`src/rtl/fwd_track_unit.sv`:
```
// Operand forwarding and load-use hazard tracker: remembers which register each in-flight
// producer stage will write, steers decode operands to the youngest producer, and stalls on unready data.
module fwd_track_unit #(
    parameter int WIDTH   = 32,
    parameter int DEPTH   = 3,
    parameter int REGBITS = 5,
    parameter int SELW    = 2
) (
    input  logic                   Clk,
    input  logic                   Reset,
    input  logic                   Advance,
    input  logic                   Flush,
    input  logic                   IssueValid,
    input  logic                   IssueWrites,
    input  logic [REGBITS-1:0]     IssueDest,
    input  logic                   IssueUsesRt,
    input  logic [REGBITS-1:0]     RsAddr,
    input  logic [REGBITS-1:0]     RtAddr,
    input  logic [WIDTH-1:0]       RsRegData,
    input  logic [WIDTH-1:0]       RtRegData,
    input  logic [DEPTH*WIDTH-1:0] StageData,
    input  logic [DEPTH-1:0]       StageDataValid,
    output logic [WIDTH-1:0]       RsOut,
    output logic [WIDTH-1:0]       RtOut,
    output logic [SELW-1:0]        RsSel,
    output logic [SELW-1:0]        RtSel,
    output logic                   Stall,
    output logic [15:0]            StallCount
);

    // Issue protocol: an instruction is accepted into stage 0 on an edge with Advance=1
    // and Stall=0; while Stall=1 the decode slot holds and a bubble enters the pipe instead.

    logic [DEPTH-1:0]   entryValid;
    logic [REGBITS-1:0] entryDest [DEPTH];

    logic [DEPTH-1:0] rsMatch;
    logic [DEPTH-1:0] rtMatch;
    logic             rsHazard;
    logic             rtHazard;
    logic             issueTracked;

    always_comb begin
        for (int i = 0; i < DEPTH; i++) begin
            rsMatch[i] = entryValid[i] && (entryDest[i] == RsAddr) && (RsAddr != '0);
            rtMatch[i] = entryValid[i] && (entryDest[i] == RtAddr) && (RtAddr != '0);
        end
    end

    // Walk from oldest to youngest so the youngest matching producer overrides the rest.
    always_comb begin
        RsSel    = '0;
        RsOut    = RsRegData;
        rsHazard = 1'b0;
        for (int i = DEPTH - 1; i >= 0; i--) begin
            if (rsMatch[i]) begin
                RsSel    = SELW'(i + 1);
                RsOut    = StageData[i*WIDTH +: WIDTH];
                rsHazard = ~StageDataValid[i];
            end
        end
    end

    always_comb begin
        RtSel    = '0;
        RtOut    = RtRegData;
        rtHazard = 1'b0;
        for (int i = DEPTH - 1; i >= 0; i--) begin
            if (rtMatch[i]) begin
                RtSel    = SELW'(i + 1);
                RtOut    = StageData[i*WIDTH +: WIDTH];
                rtHazard = ~StageDataValid[i];
            end
        end
    end

    always_comb begin
        Stall        = IssueValid && (rsHazard || (IssueUsesRt && rtHazard));
        issueTracked = IssueValid && IssueWrites && !Stall && (IssueDest != '0);
    end

    always_ff @(posedge Clk) begin
        if (Reset) begin
            entryValid <= '0;
            for (int i = 0; i < DEPTH; i++) begin
                entryDest[i] <= '0;
            end
        end else if (Flush) begin
            entryValid <= '0;
        end else if (Advance) begin
            for (int i = 1; i < DEPTH; i++) begin
                entryValid[i] <= entryValid[i-1];
                entryDest[i]  <= entryDest[i-1];
            end
            entryValid[0] <= issueTracked;
            entryDest[0]  <= issueTracked ? IssueDest : '0;
        end
    end

    // Counts stalled cycles even when the pipe is frozen; only Reset clears it.
    always_ff @(posedge Clk) begin
        if (Reset) begin
            StallCount <= '0;
        end else if (Stall && (StallCount != 16'hFFFF)) begin
            StallCount <= StallCount + 16'd1;
        end
    end

endmodule

```
`config.mk`:
```
export PLATFORM = sky130hd
export DESIGN_NAME = fwd_track_unit
export DESIGN_NICKNAME = d
export VERILOG_FILES = /design/src/rtl/fwd_track_unit.sv
export SDC_FILE = /design/constraint.sdc
export NUM_CORES = 1
export LEC_CHECK = 0
export BUFFER_PORTS_ARGS = -buffer_cell sky130_fd_sc_hd__buf_4
export CAP_MARGIN = 10
export CORE_ASPECT_RATIO = 0.7
export CORE_MARGIN = 4
export CORE_UTILIZATION = 47
export CTS_CLUSTER_DIAMETER = 100
export DETAILED_ROUTE_END_ITERATION = 8
export HOLD_SLACK_MARGIN = 0.06
export PLACE_DENSITY = 0.88
export SYNTH_ARGS = -nofsm -noshare
export SYNTH_HDL_FRONTEND = slang
export SYNTH_SLANG_ARGS = --single-unit
```
`constraint.sdc`:
```
create_clock -name Clk -period 6.76 [get_ports Clk]
set_input_delay 0.676 -clock Clk [delete_from_list [all_inputs] [get_ports Clk]]
set_output_delay 0.676 -clock Clk [all_outputs]
set_load 0.05 [all_outputs]
```
==> metrics.md <==
| Metric | Value |
|---|---|
| Psw | `0.2459 mW` |
| RSZ-0062 raised after global routing | `no` |
| Power Dens Cells | `119.0 nW/um^2` |
| Area after DPL | `6122 sq um` |
| DIE WIDTH | `119.6 microns` |
| Gate Count Post-Synth | `513` |
| Slew Viols, Final | `0` |
| Post-CTS Repair Setup Buffers | `0` |
| Critical path arrival | `3.61 ns` |
| Resized Gates After CTS | `0` |
| Total Wirelength | `16880 microns` |
| Maximum clock path buffer count | `2` |
| Post-synth EDFFs | `15` |
| Final GP Congestion | `0.9603` |
| Setup TNS | `0 ns` |
| Skew-Pair Late Insertion Delay | `0.28 ns` |
| Die area | `10300 sq um` |
| Vias | `5097` |
| HPWL Detailed | `13180 microns` |
| I/O Pins | `270` |
| First-pass GRT wire length | `25620 microns` |
| Syn nets | `699` |
| Maximum VDD drop | `0.09776 mV` |
| Post-route DRC | `0` |
| Final min period | `4.286 ns` |
| Drt wl/cell | `19.47 microns` |
| M3 GR Usage | `7.976%` |
| Initial core utilization | `48.32%` |
| Most common cell in the netlist | `nor2_1` |
| CTS tree | `done` |
| Setup CP Type | `primary input to output port` |
| Average size of a mapped cell | `7.985 sq um` |
| Post-synth top cells | `nor2_1, mux2i_1, a21o_1` |
| CP dominant cell by count | `buf_4` |
| Layout Skew | `0.003554 ns` |
| Remaining global-route overflow | `0` |
| Max-Cap Viols | `0` |
| Crit path launch type | `primary input` |
| F_max | `233.3 MHz` |
| Layout cells sized above 1 | `39.89%` |
| Site row count | `28` |
| Setup ws final | `2.474 ns` |
| GR peak layer | `met2` |
| Vias in the first global route | `4907` |
| Total track usage | `30.37%` |
| 1st-iter DRT viols | `434` |
| Post-place setup slack | `2.556 ns` |
| N_diodes | `0` |
| Vias/cell | `5.879` |
| Distinct cell type count after synthesis | `45` |
| Worst path required time | `6.08 ns` |
| Synth async-reset ratio | `0%` |
| Comb power frac | `38.5%` |
| Cell breakdown of the critical path | `buf_4 -> or4_4 -> nor2_4 -> or4_2 -> mux2i_1 -> o221a_4 -> nor2_1 -> buf_4` |
| Synth area leader | `mux2i_1` |
| Sequential share of power | `30.4%` |
| Status | `complete, no violations` |
| PnR Total Power | `0.7483 mW` |
| Hold buffer count at cts | `0` |
| Primary FF master, synth | `dfxtp_1` |
| Met2 Usage GRT | `51.74%` |
| Final Hold Vio Count | `0` |
| Initial antenna violation count | `0` |
| Placed cells | `858` |
| Worst-margin pin slew | `1.238 ns` |
| Core area | `8478 sq um` |
| Clock transition at path regs | `0.05 ns` |
| # H-tree levels | `2` |
| Layout Cells excl Fill | `867` |
| Critical-path top delay cell | `or4_2` |
| Final setup violation count | `0` |
| Sw Share | `32.86%` |
| Largest net degree at the start of global routing | `68` |
| Clk pwr share | `31.0%` |
| Register area share after synthesis | `20.28%` |
| Synth Register Bits | `34` |
| Crit end category | `output port` |
| Yosys top cell area share | `16.62%` |
| Die Height | `86.11 microns` |
| Slew headroom | `17.48%` |
| Area Overhead vs Synth | `53.54%` |
| Remaining antenna violation count after routing | `0` |
| Post-Syn Area | `4096 sq um` |
| PortBufs | `269` |
| Worst hold path type | `flip-flop to flip-flop` |
| Internal Power | `0.5023 mW` |
| Max incr delay on CP | `0.96 ns` |
| Yosys warning total | `0` |
| Period utilization | `63.40%` |
| Met1 GRT Util | `37.97%` |
| Post-route cell area | `6290 sq um` |
| CP Max Fanout | `67` |
| Clock sinks | `34` |
| Total CTS buffers | `5` |
| Fin nets | `932` |
| Drt pass-1 iters | `5` |
| Top cells by area, synth | `mux2i_1, a21o_1, a211oi_1` |
| Root Buffer | `clkbuf_16` |
| Static Leak | `2.942 nW` |
[cell usage in the layout (no fill, tap or decap), types with 13 or more instances in the layout]
| cell type | n |
|---|---|
| buf_4 | 273 |
| nor2_1 | 71 |
| mux2i_1 | 68 |
| a21o_1 | 67 |
| a211oi_1 | 64 |
| xnor2_1 | 24 |
| dfxtp_1 | 19 |
| edfxtp_1 | 15 |
| a21oi_1 | 14 |
| and2_1 | 13 |
[worst max-delay path, delay by kind of cell]
family          cells  cell delay (ns)
mux                 1             0.43
buf+inv             2             0.32
compound gates      1             0.42
simple gates        4             1.72
[cells by family (layout without fill, tap and decap cells)]
group                    Yosys count  after routing  share of synthesized area (%)
multiplexers                      72             72                          17.72
adder cells (fa/ha/maj)            1              1                         0.3054
buffers and inverters             59            293                          5.895
AO/OA/AOI/OAI                    168            168                          30.57
AND/OR/NAND/NOR                  149            149                          18.81
XOR/XNOR                          30             30                          6.414
flip-flops                        34             34                          20.28
[state kept, by name (all words and copies together) (netlist names)]
| name | cells |
|---|---|
| StallCount | 16 |
| entryDest | 15 |
| entryValid | 3 |
[routing by layer]
layer | share of wire [%] | vias up
met2 | 49 | 294
met3 | 9.3 | 37
met4 | 2.2 | 0
li1 | - | 2401
met5 | 0 | -
met1 | 40 | 2365
[per-stage QoR]
step / hold slack, ns / util (%)
floorplan: 0.4936 / -
global placement: 0.4756 / 72.21
detailed placement: 0.4880 / 72.21
CTS: 0.4935 / 73.95
global route: 0.5166 / 74.19
finish: 0.4976 / 74.19
[final timing paths]
kind / startpoint / end / slack, ns / cells after the start
setup / recovery: RtAddr[1] / Stall / 2.47 / 8
hold / removal: StallCount[15] / StallCount[15] / 0.50 / 2
setup reg to reg: entryDest[0][6] / StallCount[9] / 3.19 / 7
hold reg to reg: StallCount[15] / StallCount[15] / 0.50 / 2
[power by group through the flow]
stage | registers [mW] | clock network [mW] | logic [mW]
6_report | 0.228 | 0.232 | 0.288
5_1_grt | 0.228 | 0.244 | 0.303
4_1_cts | 0.227 | 0.233 | 0.287
3_5_place_dp | 0.232 | 0 | 0.286
3_3_place_gp | 0.232 | 0 | 0.280
2_1_floorplan | 0.228 | 0 | 0.144
[final cells by class]
type / instances / area (sq um)
Clock buffer: 7 / 142.6
Clock inverter: 1 / 5.005
Fill cell: 681 / 2188
Inverter: 11 / 41.29
Multi-Input combinational cell: 420 / 3050
Sequential cell: 34 / 830.8
Tap cell: 120 / 150.1
Timing Repair Buffer: 274 / 2069
Note: power is estimated with default switching activity, not from simulation.
